===== config.mk =====
export PLATFORM = sky130hd
export DESIGN_NAME = pwm_ramp_ctrl_flat
export DESIGN_NICKNAME = d
export VERILOG_FILES = /design/src/rtl/pwm_ramp_ctrl_if.sv /design/src/rtl/pwm_ramp_ctrl.sv /design/src/flat_wrapper.sv
export SDC_FILE = /design/constraint.sdc
export NUM_CORES = 1
export LEC_CHECK = 0
export ABC_AREA = 1
export CAP_MARGIN = 10
export CORE_AREA = 2 2 99 101
export CTS_BUF_LIST = sky130_fd_sc_hd__clkbuf_8
export DETAILED_ROUTE_END_ITERATION = 8
export DIE_AREA = 0 0 101 103
export HOLD_SLACK_MARGIN = 0.06
export PLACE_DENSITY = 0.74
export SETUP_SLACK_MARGIN = 0.1
export SLEW_MARGIN = 20
export SYNTH_ARGS = -nofsm -noshare
export SYNTH_HDL_FRONTEND = slang
export SYNTH_SLANG_ARGS = --single-unit

===== constraint.sdc =====
create_clock -name clk -period 4.82 [get_ports clk]
set_clock_uncertainty 0.1 [all_clocks]
set_input_delay 0.964 -clock clk [delete_from_list [all_inputs] [get_ports clk]]
set_output_delay 0.964 -clock clk [all_outputs]
set_load 0.03 [all_outputs]

===== src/rtl/pwm_ramp_ctrl_if.sv =====
// Interface between the switch/PWM side and the ramp controller.
// The master drives the request and the period reference; the slave returns the duty word and status.
interface pwm_ramp_ctrl_if #(
    parameter int WIDTH = 8
);
    logic [WIDTH-1:0] target;
    logic             enable;
    logic             period_end;
    logic [3:0]       ramp_rate;
    logic [WIDTH-1:0] duty;
    logic             duty_load;
    logic             busy;
    logic             at_target;

    modport master (
        output target, enable, period_end, ramp_rate,
        input  duty, duty_load, busy, at_target
    );

    modport slave (
        input  target, enable, period_end, ramp_rate,
        output duty, duty_load, busy, at_target
    );
endinterface


===== src/rtl/pwm_ramp_ctrl.sv =====
// Soft-start/soft-stop sequencer: qualifies the switch target and ramps the PWM duty
// toward it in STEP increments, changing duty only on PWM period boundaries.
module pwm_ramp_ctrl #(
    parameter int WIDTH      = 8,
    parameter int STEP       = 4,
    parameter int STABLE_CYC = 1000
) (
    input  logic            clk,
    input  logic            clr,
    pwm_ramp_ctrl_if.slave  bus
);
    localparam int CW = (STABLE_CYC > 1) ? $clog2(STABLE_CYC) : 1;
    localparam logic [CW-1:0]    STAB_MAX = CW'(STABLE_CYC - 1);
    localparam logic [WIDTH:0]   STEP_W   = (WIDTH + 1)'(STEP);
    localparam logic [WIDTH-1:0] STEP_N   = WIDTH'(STEP);

    typedef enum logic [1:0] {HOLD, RAMP_UP, RAMP_DOWN} state_t;

    state_t           state_reg, state_next;
    logic [WIDTH-1:0] sync1_reg, sync2_reg, tgt_acc_reg;
    logic [CW-1:0]    stab_cnt_reg;
    logic [3:0]       rate_cnt_reg, rate_cnt_next;
    logic [WIDTH-1:0] duty_reg, duty_next;
    logic             duty_load_reg, duty_load_next;
    logic             busy_reg, busy_next;
    logic             at_target_reg, at_target_next;

    logic [WIDTH-1:0] goal;
    logic [WIDTH:0]   up_diff, dn_diff;
    logic [WIDTH-1:0] up_val, dn_val;

    // Target qualification: a new value is accepted only after holding steady on the synchronized side.
    always_ff @(posedge clk) begin
        if (!clr) begin
            sync1_reg    <= '0;
            sync2_reg    <= '0;
            stab_cnt_reg <= '0;
            tgt_acc_reg  <= '0;
        end else begin
            sync1_reg <= bus.target;
            sync2_reg <= sync1_reg;
            if (sync1_reg != sync2_reg)
                stab_cnt_reg <= '0;
            else if (stab_cnt_reg != STAB_MAX)
                stab_cnt_reg <= stab_cnt_reg + CW'(1);
            if ((stab_cnt_reg == STAB_MAX) && (sync2_reg != tgt_acc_reg))
                tgt_acc_reg <= sync2_reg;
        end
    end

    assign goal    = bus.enable ? tgt_acc_reg : '0;
    // Distances are taken one bit wider so the clamp test never sees a wrapped value.
    assign up_diff = {1'b0, goal} - {1'b0, duty_reg};
    assign dn_diff = {1'b0, duty_reg} - {1'b0, goal};
    assign up_val  = (up_diff <= STEP_W) ? goal : duty_reg + STEP_N;
    assign dn_val  = (dn_diff <= STEP_W) ? goal : duty_reg - STEP_N;

    always_comb begin
        state_next     = state_reg;
        duty_next      = duty_reg;
        rate_cnt_next  = rate_cnt_reg;
        if ((state_reg != HOLD) && bus.period_end) begin
            if (rate_cnt_reg == bus.ramp_rate) begin
                rate_cnt_next = '0;
                // Step direction follows the live comparison so a reversal never overshoots.
                if (goal > duty_reg)
                    duty_next = up_val;
                else if (goal < duty_reg)
                    duty_next = dn_val;
            end else begin
                rate_cnt_next = rate_cnt_reg + 4'd1;
            end
        end
        if (goal > duty_next)
            state_next = RAMP_UP;
        else if (goal < duty_next)
            state_next = RAMP_DOWN;
        else
            state_next = HOLD;
        if (state_next == HOLD)
            rate_cnt_next = '0;
        duty_load_next = (duty_next != duty_reg);
        busy_next      = (state_next != HOLD);
        at_target_next = (state_next == HOLD) && (duty_next == goal);
    end

    always_ff @(posedge clk) begin
        if (!clr) begin
            state_reg     <= HOLD;
            rate_cnt_reg  <= '0;
            duty_reg      <= '0;
            duty_load_reg <= 1'b0;
            busy_reg      <= 1'b0;
            at_target_reg <= 1'b1;
        end else begin
            state_reg     <= state_next;
            rate_cnt_reg  <= rate_cnt_next;
            duty_reg      <= duty_next;
            duty_load_reg <= duty_load_next;
            busy_reg      <= busy_next;
            at_target_reg <= at_target_next;
        end
    end

    assign bus.duty      = duty_reg;
    assign bus.duty_load = duty_load_reg;
    assign bus.busy      = busy_reg;
    assign bus.at_target = at_target_reg;
endmodule


===== src/flat_wrapper.sv =====
// flat-port wrapper written by rule: the top's interface ports become plain ports
module pwm_ramp_ctrl_flat 
#(
    parameter int WIDTH      = 8,
    parameter int STEP       = 4,
    parameter int STABLE_CYC = 1000
)
  (clk, clr, bus_target, bus_enable, bus_period_end, bus_ramp_rate, bus_duty, bus_duty_load, bus_busy, bus_at_target);
  pwm_ramp_ctrl_if #(.WIDTH(WIDTH)) bus_i ();
  input  logic clk;
  input  logic clr;
  input wire logic [$bits(bus_i.target)-1:0] bus_target;
  input wire logic [$bits(bus_i.enable)-1:0] bus_enable;
  input wire logic [$bits(bus_i.period_end)-1:0] bus_period_end;
  input wire logic [$bits(bus_i.ramp_rate)-1:0] bus_ramp_rate;
  output wire logic [$bits(bus_i.duty)-1:0] bus_duty;
  output wire logic [$bits(bus_i.duty_load)-1:0] bus_duty_load;
  output wire logic [$bits(bus_i.busy)-1:0] bus_busy;
  output wire logic [$bits(bus_i.at_target)-1:0] bus_at_target;
  assign bus_i.target = bus_target;
  assign bus_i.enable = bus_enable;
  assign bus_i.period_end = bus_period_end;
  assign bus_i.ramp_rate = bus_ramp_rate;
  assign bus_duty = bus_i.duty;
  assign bus_duty_load = bus_i.duty_load;
  assign bus_busy = bus_i.busy;
  assign bus_at_target = bus_i.at_target;
  pwm_ramp_ctrl #(.WIDTH(WIDTH), .STEP(STEP), .STABLE_CYC(STABLE_CYC)) u_core (.clk(clk), .clr(clr), .bus(bus_i));
endmodule

==> summary.txt, run 1 <==
Outcome
  • Status: finished, final reports clean

STA
  • RSZ-0062 raised after global routing: no
  • Worst slew margin: 0.709
  • Tcrit/Tclk final: 0.884
  • Min cycle time layout: 4.26 ns
  • FMAX: 235 MHz
  • Worst Tran Pin Value: 0.436 ns
  • Final Max Slew Viols: 0
  • Post-route setup slack: 0.557 ns
  • Final Hold Vio Count: 0
  • Final Setup Violations: 0

Placement
  • PortBufs: 26
  • Placed Cells: 781
  • Routability Congestion: 0.973
  • Post-detail-place hpwl: 8.15 mm
  • Pre-CTS WS: -0.103 ns

Clock network
  • Clock sink count: 51
  • Buffers from clock root to sink, at most: 2
  • Clk pin slew, worst setup/hold paths: 0.09 ns
  • Worst-Skew Late Latency: 0.30 ns
  • H-tree Lvls: 2
  • CTS tree: built
  • Root Driver: clkbuf_8
  • CTS buffer count: 5

Power
  • Cell Pwr Density: 168 mW/mm^2
  • Leak: 2.55 nW
  • Max IR drop VDD: 0.000135 V

Synth
  • Synthesized cell area: 0.00409 sq mm
  • Syn_nets: 657
  • Synth Instances: 617
  • Dominant cells by area after synthesis: dfxtp_1 25%, nand2_1 15%, nand3_1 8.2%, ha_1 7.3%, inv_1 7.1%
  • Synth warn: 0
  • Synth cell count leaders: 168 x nand2_1, 77 x inv_1, 67 x nand3_1
  • Distinct cells, synth: 47
  • Top FF cell, synth: dfxtp_1
  • Sequential-to-total area share from yosys stat: 0.249
  • Syn Area/Cell: 6.63 sq um
  • EDFF count, synth: 0
  • Cell taking the most area after synthesis: dfxtp_1
  • Synthesis-stage register bit count: 51
  • Cell with the most instances after synthesis: nand2_1
  • Asr flop ratio synth: 0
  • Synth top area share: 0.249

Critical path
  • Crit path max-delay family: simple AND/OR/NAND/NOR gates
  • Largest fanout on the critical path: 8
  • Slowest CP cell: ha_1
  • Worst Setup Start Kind: input pin
  • WS Path Type: input pin to flip-flop
  • CP required: 4.92 ns
  • Worst path arrival time: 4.36 ns
  • CP most frequent cell: nand2_1
  • Crit path buffers/inverters: 4
  • Worst path max stage delay: 0.32 ns
  • Critical Path Sink Type: flip-flop

Flow run
  • Max_cap viols: 0

Floorplan
  • IO Pins: 27
  • FP Rows: 36
  • Overall die width: 101 um
  • Core ar.: 0.00946 sq mm
  • Die ar.: 0.0104 sq mm
  • Starting Density: 0.433
  • Die Y: 103 um

Global route
  • Largest net degree at the start of global routing: 27
  • Total grt overflow: 0
  • First-pass GRT wire length: 16.9 mm
  • GRT Overall Usage: 0.203
  • Vias in the first global route: 3788
  • Initial antenna violation count: 0

Min path
  • Hold Crit Class: flip-flop to flip-flop

Detailed routing
  • # DRC: 0
  • Routed WL: 9.92 mm
  • DR vias/cell: 5.10
  • First-pass DRT Iterations: 5
  • Initial DRC count: 128
  • Total vias in the final route: 4024
  • ANT nets after route: 0
  • Wire per inst: 12.6 um

Finish
  • Nets: 714
  • Layout cells sized above 1: 0.167
  • Area of the multi-input gates: 0.00265 sq mm
  • Layout Cells excl Fill: 789
  • N_diodes: 0
  • Seq. cell area: 0.00102 sq mm
  • Max FFs per register: 10
  • FILL cells: 928
  • Syn-to-layout area delta: 18.1%
[through the flow]
stage	utilization	hold slack, ns	instance area (sq um)	setup TNS, ns	total power, mW
after floorplan	-	0.322	4090	0	0.464
after global placement	0.497	0.333	4700	-0.0192	0.481
after detailed placement	0.497	0.342	4700	-0.378	0.482
after CTS	0.511	0.355	4830	0	0.823
after global routing	0.511	0.365	4830	0	0.848
final	0.511	0.351	4830	0	0.813
[final cells by class]
| type | count | share of cell area |
|---|---|---|
| inverter | 91 | 0.0730 |
| sequential | 51 | 0.211 |
| clock buffer | 5 | 0.0142 |
| multi-input combinational | 463 | 0.549 |
| tap | 114 | 0.0295 |
| clock inverter | 3 | 0.0132 |
| timing repair buffer | 62 | 0.110 |
[kinds of logic (layout without fill, tap and decap cells)]
logic type | count (synthesis) | after routing | synth area share
fa+ha+maj | 24 | 24 | 0.0734
buf+inv | 103 | 161 | 0.103
compound gates | 70 | 70 | 0.101
simple gates | 345 | 345 | 0.422
flops | 51 | 51 | 0.249
xor+xnor | 24 | 24 | 0.0514
[placed cells by master, fill, tap and decap left out, drive strengths merged, types with 3 or more instances in the layout]
cell	n
nand2	193
inv	91
nand3	79
dfxtp	51
nor2	50
buf	36
a21oi	29
clkdlybuf4s50	25
ha	24
o21ai	24
xor2	14
nand4	13
xnor2	10
clkbuf	5
a21o	4
nor3	4
o21a	3
[path summary, 6_finish.rpt]
check / startpoint / endpoint / slack, ns / cells after the start
hold / removal: u_core.sync1_reg[6] / u_core.sync2_reg[6] / 0.35 / 2
setup reg to reg: u_core.bus.duty[5] / u_core.state_reg[0] / 0.88 / 21
setup / recovery: bus_enable / u_core.state_reg[0] / 0.56 / 26
hold reg to reg: u_core.sync1_reg[6] / u_core.sync2_reg[6] / 0.35 / 2
[worst min-delay path, cell delays in order, from the launching register on]
cell and delay (ns):
dfxtp_1 0.33, nand2_1 0.06, inv_1 0.03
[power breakdown]
group	switching [mW]	internal, mW	leakage [nW]
Clock	0.137	0.205	0.0695
Sequential	0.00487	0.428	0.414
Combinational	0.0180	0.0211	2.07
[layer usage]
| layer | global-route usage | wire length, um | vias up |
|---|---|---|---|
| met5 | 0 | 0 | - |
| met4 | 0.0644 | 167 | 0 |
| met3 | 0.0231 | 372 | 15 |
| met2 | 0.365 | 4900 | 100 |
| met1 | 0.254 | 4480 | 1813 |
| li1 | - | - | 2096 |
[repair_timing]
action / in CTS / in global routing
gates resized for setup: 0 / 1
endpoints found under the setup margin: 0 / 8
buffers inserted: 0 / 0
hold buffers: 0 / 0
endpoints found under the hold margin: 0 / 0
Power figures use the tool's default switching activity.
==> run 2: changes to the inputs <==
- CTS_BUF_LIST: sky130_fd_sc_hd__clkbuf_8 -> sky130_fd_sc_hd__clkbuf_4 sky130_fd_sc_hd__clkbuf_8
- GPL_TIMING_DRIVEN: unset -> 0
==> run 2 against run 1 <==
Against the previous run: global-route usage is 0.81 points lower; worst hold slack better by 0.0023 ns; critical path depth is 2 lower; core utilization is 2.7 points lower; fmax is 1.8% lower; worst setup slack worse by 0.077 ns; combinational power is 2% lower; sequential power hardly changed; via count is 2.4% lower; largest power group unchanged; total power is 8.2% lower; critical path type unchanged; die area stayed put.
==> summary.txt, run 2 (synthesis results as in run 1) <==
Outcome
  • Status: finished, final reports clean

Detailed routing
  • Total vias in the final route: 3926
  • Routed WL: 9.76 mm
  • First-pass DRT Iterations: 5
  • Initial DRC count: 231
  • DR vias/cell: 5.15
  • Wire per inst: 12.8 um
  • ANT nets after route: 0
  • # DRC: 0

STA
  • Final Hold Vio Count: 0
  • Worst Tran Pin Value: 0.678 ns
  • Final Max Slew Viols: 0
  • Setup TNS: 0 ns
  • Worst slew margin: 0.545
  • Final Setup Violations: 0
  • Min cycle time layout: 4.34 ns
  • Tcrit/Tclk final: 0.900
  • FMAX: 230 MHz
  • RSZ-0062 raised after global routing: no

Finish
  • Nets: 688
  • Final instance area: 0.00458 sq mm
  • Most frequent cells in the layout: 168 x nand2_1, 77 x inv_1, 67 x nand3_1, 51 x dfxtp_1, 36 x nor2_1
  • Syn-to-layout area delta: 11.9%
  • Most common cell after layout, fill and taps aside: nand2_1
  • Layout cells sized above 1: 0.131
  • Max FFs per register: 10
  • N_diodes: 0

Clock network
  • Clk pin slew, worst setup/hold paths: 0.12 ns
  • CTS buffer count: 5
  • Clock sink count: 51
  • Root Driver: clkbuf_8
  • Worst-Skew Late Latency: 0.32 ns
  • CTS tree: built
  • H-tree Lvls: 2
  • Buffers from clock root to sink, at most: 2
  • Cts hold-fix bufs: 0

Placement
  • Routability Congestion: 0.924
  • PortBufs: 24
  • Placement Cell Area: 0.00448 sq mm
  • Post-detail-place hpwl: 7.90 mm

Power
  • Leak: 2.39 nW
  • Comb power frac: 0.052
  • Cell Pwr Density: 163 mW/mm^2
  • Sw power: 0.191 mW
  • Clk network pwr share: 0.369
  • Int Pwr: 0.556 mW
  • Sw frac: 0.255
  • Max IR drop VDD: 0.000111 V
  • Flop pwr share: 0.580

Critical path
  • CP required: 4.93 ns
  • Worst path arrival time: 4.45 ns
  • WS Path Type: input pin to flip-flop
  • Worst Setup Start Kind: input pin
  • Largest fanout on the critical path: 10
  • Critical Path Sink Type: flip-flop
  • Crit path launch: bus_enable
  • R2R Path Start: u_core.bus.duty[5]

Floorplan
  • Overall die width: 101 um
  • FP Rows: 36
  • Core ar.: 0.00946 sq mm
  • Die ar.: 0.0104 sq mm
  • Starting Density: 0.433
  • IO Pins: 27
  • Die Y: 103 um

Flow run
  • Max_cap viols: 0

Global route
  • Largest net degree at the start of global routing: 19
  • Vias in the first global route: 3665
  • Initial antenna violation count: 0
  • Total grt overflow: 0
  • First-pass GRT wire length: 16.5 mm
  • GRT Overall Usage: 0.195

Min path
  • Hold_sp: u_core.sync1_reg[2]
  • Hold Crit Class: flip-flop to flip-flop
-- run 2: cell types whose count changed in the layout (fill, tap and decap cells not counted), sizes merged --
cell,previous run,this run
clkinv,1,3
clkdlybuf4s50,25,24
clkbuf,5,10
bufinv,2,0
dlymetal6s2s,1,0
buf,36,7
-- run 2: final timing paths --
kind	depth (start not counted)	to	slack (ns)
min	2	u_core.sync2_reg[2]	0.35
max reg2reg	27	u_core.state_reg[0]	0.57
min reg2reg	2	u_core.sync2_reg[2]	0.35
max	24	u_core.state_reg[0]	0.48
-- run 2: cell type report --
type,instances,area (sq um)
multi-input cells,463,2660
flip-flops and latches,51,1020
repair buffers,24,240
well taps,114,143
clock buffers,5,68.8
plain buffers,12,67.6
inverters,91,353
clock inverters,3,28.8
fillers,956,4880
-- run 2: power by group through the flow --
stage / clock (mW) / combinational, mW / sequential (mW)
finish: 0.275 / 0.0385 / 0.433
global route: 0.293 / 0.0436 / 0.434
CTS: 0.277 / 0.0389 / 0.433
detailed placement: 0 / 0.0387 / 0.442
global placement: 0 / 0.0375 / 0.442
floorplan: 0 / 0.0223 / 0.441
-- run 2: critical path: stages --
cell and delay, ns:
buf_6 0.13, nand2_1 0.22, inv_1 0.14, ha_1 0.29
buf_2 0.17, nand2_1 0.12, o21ai_0 0.18, nor2_1 0.07
nand2_2 0.09, nand2_4 0.07, nor2_8 0.17, nand3_4 0.16
clkinv_2 0.13, nand2_1 0.06, o211ai_1 0.10, nand2_1 0.10
nor2_1 0.10, a21oi_1 0.07, ha_1 0.31, a21o_1 0.17
a221oi_2 0.30, nand2_1 0.10, nor2_1 0.20, nor2_4 0.04
-- run 2: repair_timing --
| action | in CTS | in global routing |
|---|---|---|
| resized for setup | 0 | 1 |
| hold endpoints to repair | 0 | 0 |
| setup endpoints to repair | 0 | 1 |
| setup buffers | 0 | 0 |
-- run 2: layer usage --
| layer | part of all wire | GRT usage | vias to the layer above |
|---|---|---|---|
| met5 | 0 | 0 | - |
| met4 | 0.023 | 0.0603 | 0 |
| met3 | 0.041 | 0.0224 | 24 |
| met2 | 0.48 | 0.339 | 101 |
| met1 | 0.46 | 0.253 | 1762 |
| li1 | - | - | 2039 |
-- run 2: per-stage QoR --
stage                     hold slack, ns  power (mW)   util  std cells  setup WS [ns]
final                              0.354       0.746  0.484        763          0.480
after CTS                          0.354       0.748  0.483        763          0.419
after global placement             0.334       0.480  0.473        755          0.179
after detailed placement           0.338       0.481  0.473        755          0.101
after floorplan                    0.322       0.464      -        617          0.705
after global routing               0.370       0.770  0.484        763          0.142
==> run 3: changes to the inputs <==
- ABC_AREA: 1 -> unset
- CORE_AREA: 2 2 99 101 -> 2 2 87 89
- DIE_AREA: 0 0 101 103 -> 0 0 89 91
- PLACE_DENSITY: 0.74 -> 0.85
==> run 3 against run 2 <==
Against the previous run: the run now ends with negative setup slack left; final area increased by 12%; fmax decreased by 14%; worst hold slack improved by 0.031 ns; first-iteration DRC count increased by 58%; highest routed layer unchanged.
==> summary.txt, run 3 <==
Detailed routing
  • DR vias/cell: 6.35
  • First-pass DRT Iterations: 5
  • Routed WL: 11.9 mm
  • Total vias in the final route: 3996
  • ANT nets after route: 0
  • # DRC: 0
  • Wire per inst: 18.8 um
  • Initial DRC count: 365

Finish
  • Layout Cells excl Fill: 629
  • N_diodes: 0
  • Most frequent cells in the layout: 51 x dfxtp_1, 36 x buf_4, 34 x nor2_1, 33 x nand2_1, 25 x clkdlybuf4s50_1
  • Layout Utilization: 0.722
  • Layout cells sized above 1: 0.264
  • Final instance area: 0.00515 sq mm
  • Nets: 569
  • Max FFs per register: 10
  • Most common cell after layout, fill and taps aside: dfxtp_1
  • Syn-to-layout area delta: 35.8%

Synth
  • Synthesis-stage register bit count: 51
  • Synth top area share: 0.269
  • Synth Instances: 461
  • Syn Area/Cell: 8.23 sq um
  • Asr flop ratio synth: 0
  • Cell taking the most area after synthesis: dfxtp_1
  • Distinct cells, synth: 79
  • Synth warn: 0
  • Synthesized cell area: 0.00379 sq mm
  • Dominant cells by area after synthesis: dfxtp_1 27%, ha_1 7.9%, mux2i_1 4.5%, xor2_1 4.4%, nand2_1 4.2%
  • Cell with the most instances after synthesis: dfxtp_1
  • EDFF count, synth: 0
  • Syn_nets: 501
  • Synth cell count leaders: 51 x dfxtp_1, 42 x nand2_1, 36 x nor2_1
  • Sequential-to-total area share from yosys stat: 0.269
  • Top FF cell, synth: dfxtp_1

STA
  • Worst slew margin: 0.415
  • Setup TNS: -1.11 ns
  • Tcrit/Tclk final: 1.04
  • Final hold slack: 0.385 ns
  • FMAX: 199 MHz
  • Final Setup Violations: 8
  • Min cycle time layout: 5.03 ns
  • Worst Tran Pin Value: 0.872 ns
  • Final Max Slew Viols: 0
  • RSZ-0062 raised after global routing: yes
  • Post-route setup slack: -0.209 ns
  • Final Hold Vio Count: 0

Placement
  • Pre-CTS WS: -1.33 ns
  • PortBufs: 26
  • Routability Congestion: 0.974
  • Placement Cell Area: 0.00442 sq mm
  • Placed Cells: 586
  • Post-detail-place hpwl: 8.01 mm

Floorplan
  • Overall die width: 89 um
  • Core ar.: 0.00714 sq mm
  • IO Pins: 27
  • Die Y: 91 um
  • Die ar.: 0.00810 sq mm
  • Starting Density: 0.532
  • FP Rows: 31

Clock network
  • CTS tree: built
  • Clk pin slew, worst setup/hold paths: 0.09 ns
  • Worst-Skew Late Latency: 0.31 ns
  • CTS buffer count: 5
  • Cts hold-fix bufs: 0
  • Root Driver: clkbuf_8
  • Buffers from clock root to sink, at most: 2
  • H-tree Lvls: 2
  • Clock sink count: 51

Critical path
  • Critical Path Sink Type: flip-flop
  • Worst R2R Path Depth: 21
  • CP required: 4.97 ns
  • Largest fanout on the critical path: 8
  • WS Path Type: input pin to flip-flop
  • Worst path arrival time: 5.18 ns
  • Worst Setup Start Kind: input pin

Global route
  • Total grt overflow: 0
  • Initial antenna violation count: 0
  • GRT Overall Usage: 0.290
  • Vias in the first global route: 3779
  • Largest net degree at the start of global routing: 17
  • First-pass GRT wire length: 18.7 mm

Outcome
  • Failing checks: negative setup slack
  • Status: complete, but fails checks

Power
  • Cell Pwr Density: 153 mW/mm^2
  • Max IR drop VDD: 0.000323 V
  • Pwr Total: 0.787 mW
  • Leak: 2.22 nW

Min path
  • Hold Crit Class: flip-flop to flip-flop
  • Hold path depth: 1

Flow run
  • Max_cap viols: 0
-- run 3: cell count changes after synthesis, moves of 7 or more --
cell | previous run | this run
nor2_2 | 9 | 0
inv_1 | 77 | 15
and2_1 | 0 | 22
mux2i_1 | 0 | 17
nand2_1 | 168 | 42
nand3_1 | 67 | 24
inv_2 | 10 | 0
nand2_2 | 17 | 0
nand3_2 | 10 | 0
nand2_4 | 8 | 1
xnor2_1 | 10 | 17
o21ai_0 | 22 | 15
-- run 3: area by class of cell --
| class | instances | area (sq um) |
|---|---|---|
| plain buffers | 17 | 155 |
| clock buffers | 6 | 76.3 |
| clock inverters | 2 | 38.8 |
| fillers | 522 | 1990 |
| inverters | 16 | 83.8 |
| multi-input cells | 375 | 3090 |
| flip-flops and latches | 51 | 1020 |
| well taps | 99 | 124 |
| repair buffers | 63 | 563 |
-- run 3: cells by family after synthesis --
| family | share of synthesized area |
|---|---|
| buffers and inverters | 0.0435 |
| XOR/XNOR | 0.0831 |
| multiplexers | 0.0478 |
| AO/OA/AOI/OAI | 0.207 |
| flip-flops | 0.269 |
| AND/OR/NAND/NOR | 0.270 |
| adder cells (fa/ha/maj) | 0.0792 |
-- run 3: final timing paths --
| kind | to | start | slack [ns] |
|---|---|---|---|
| max | u_core.state_reg[1] | bus_enable | -0.21 |
| min | u_core.sync2_reg[7] | u_core.sync1_reg[7] | 0.38 |
| max reg2reg | u_core.state_reg[1] | u_core.bus.duty[5] | -0.09 |
| min reg2reg | u_core.sync2_reg[7] | u_core.sync1_reg[7] | 0.38 |
-- run 3: critical path, cell delays in order --
cell and delay (ns):
buf_8 0.08, clkbuf_16 0.19, nand2_8 0.07, ha_4 0.28
buf_6 0.10, nand4b_1 0.20, and2_4 0.26, o221ai_4 0.20
xnor2_2 0.16, and4bb_1 0.26, buf_6 0.13, buf_4 0.13
buf_4 0.13, mux2i_1 0.22, a21oi_2 0.12, o2bb2ai_2 0.19
ha_1 0.26, and2_4 0.16, a221o_1 0.32, a21o_1 0.19
a21o_1 0.18, a211oi_2 0.22, and2_1 0.15
-- run 3: metal layers --
layer / GRT usage / part of all wire / up-vias
met2: 0.480 / 0.50 / 258
li1: - / - / 1824
met1: 0.380 / 0.40 / 1876
met4: 0.0908 / 0.028 / 0
met3: 0.0500 / 0.079 / 38
met5: 0 / 0 / -
-- run 3: timing repair --
action / in CTS / in global routing
pin swaps: 20 / 28
resized for setup: 39 / 38
cloned: 0 / 0
buffers inserted: 25 / 12
endpoints found under the setup margin: 9 / 9
-- run 3: power by group --
| group | total, mW | switching, mW | internal, mW |
|---|---|---|---|
| sequential | 0.433 | 0.00589 | 0.428 |
| combinational | 0.0471 | 0.0207 | 0.0264 |
| clock | 0.306 | 0.144 | 0.163 |
| total | 0.787 | 0.170 | 0.617 |
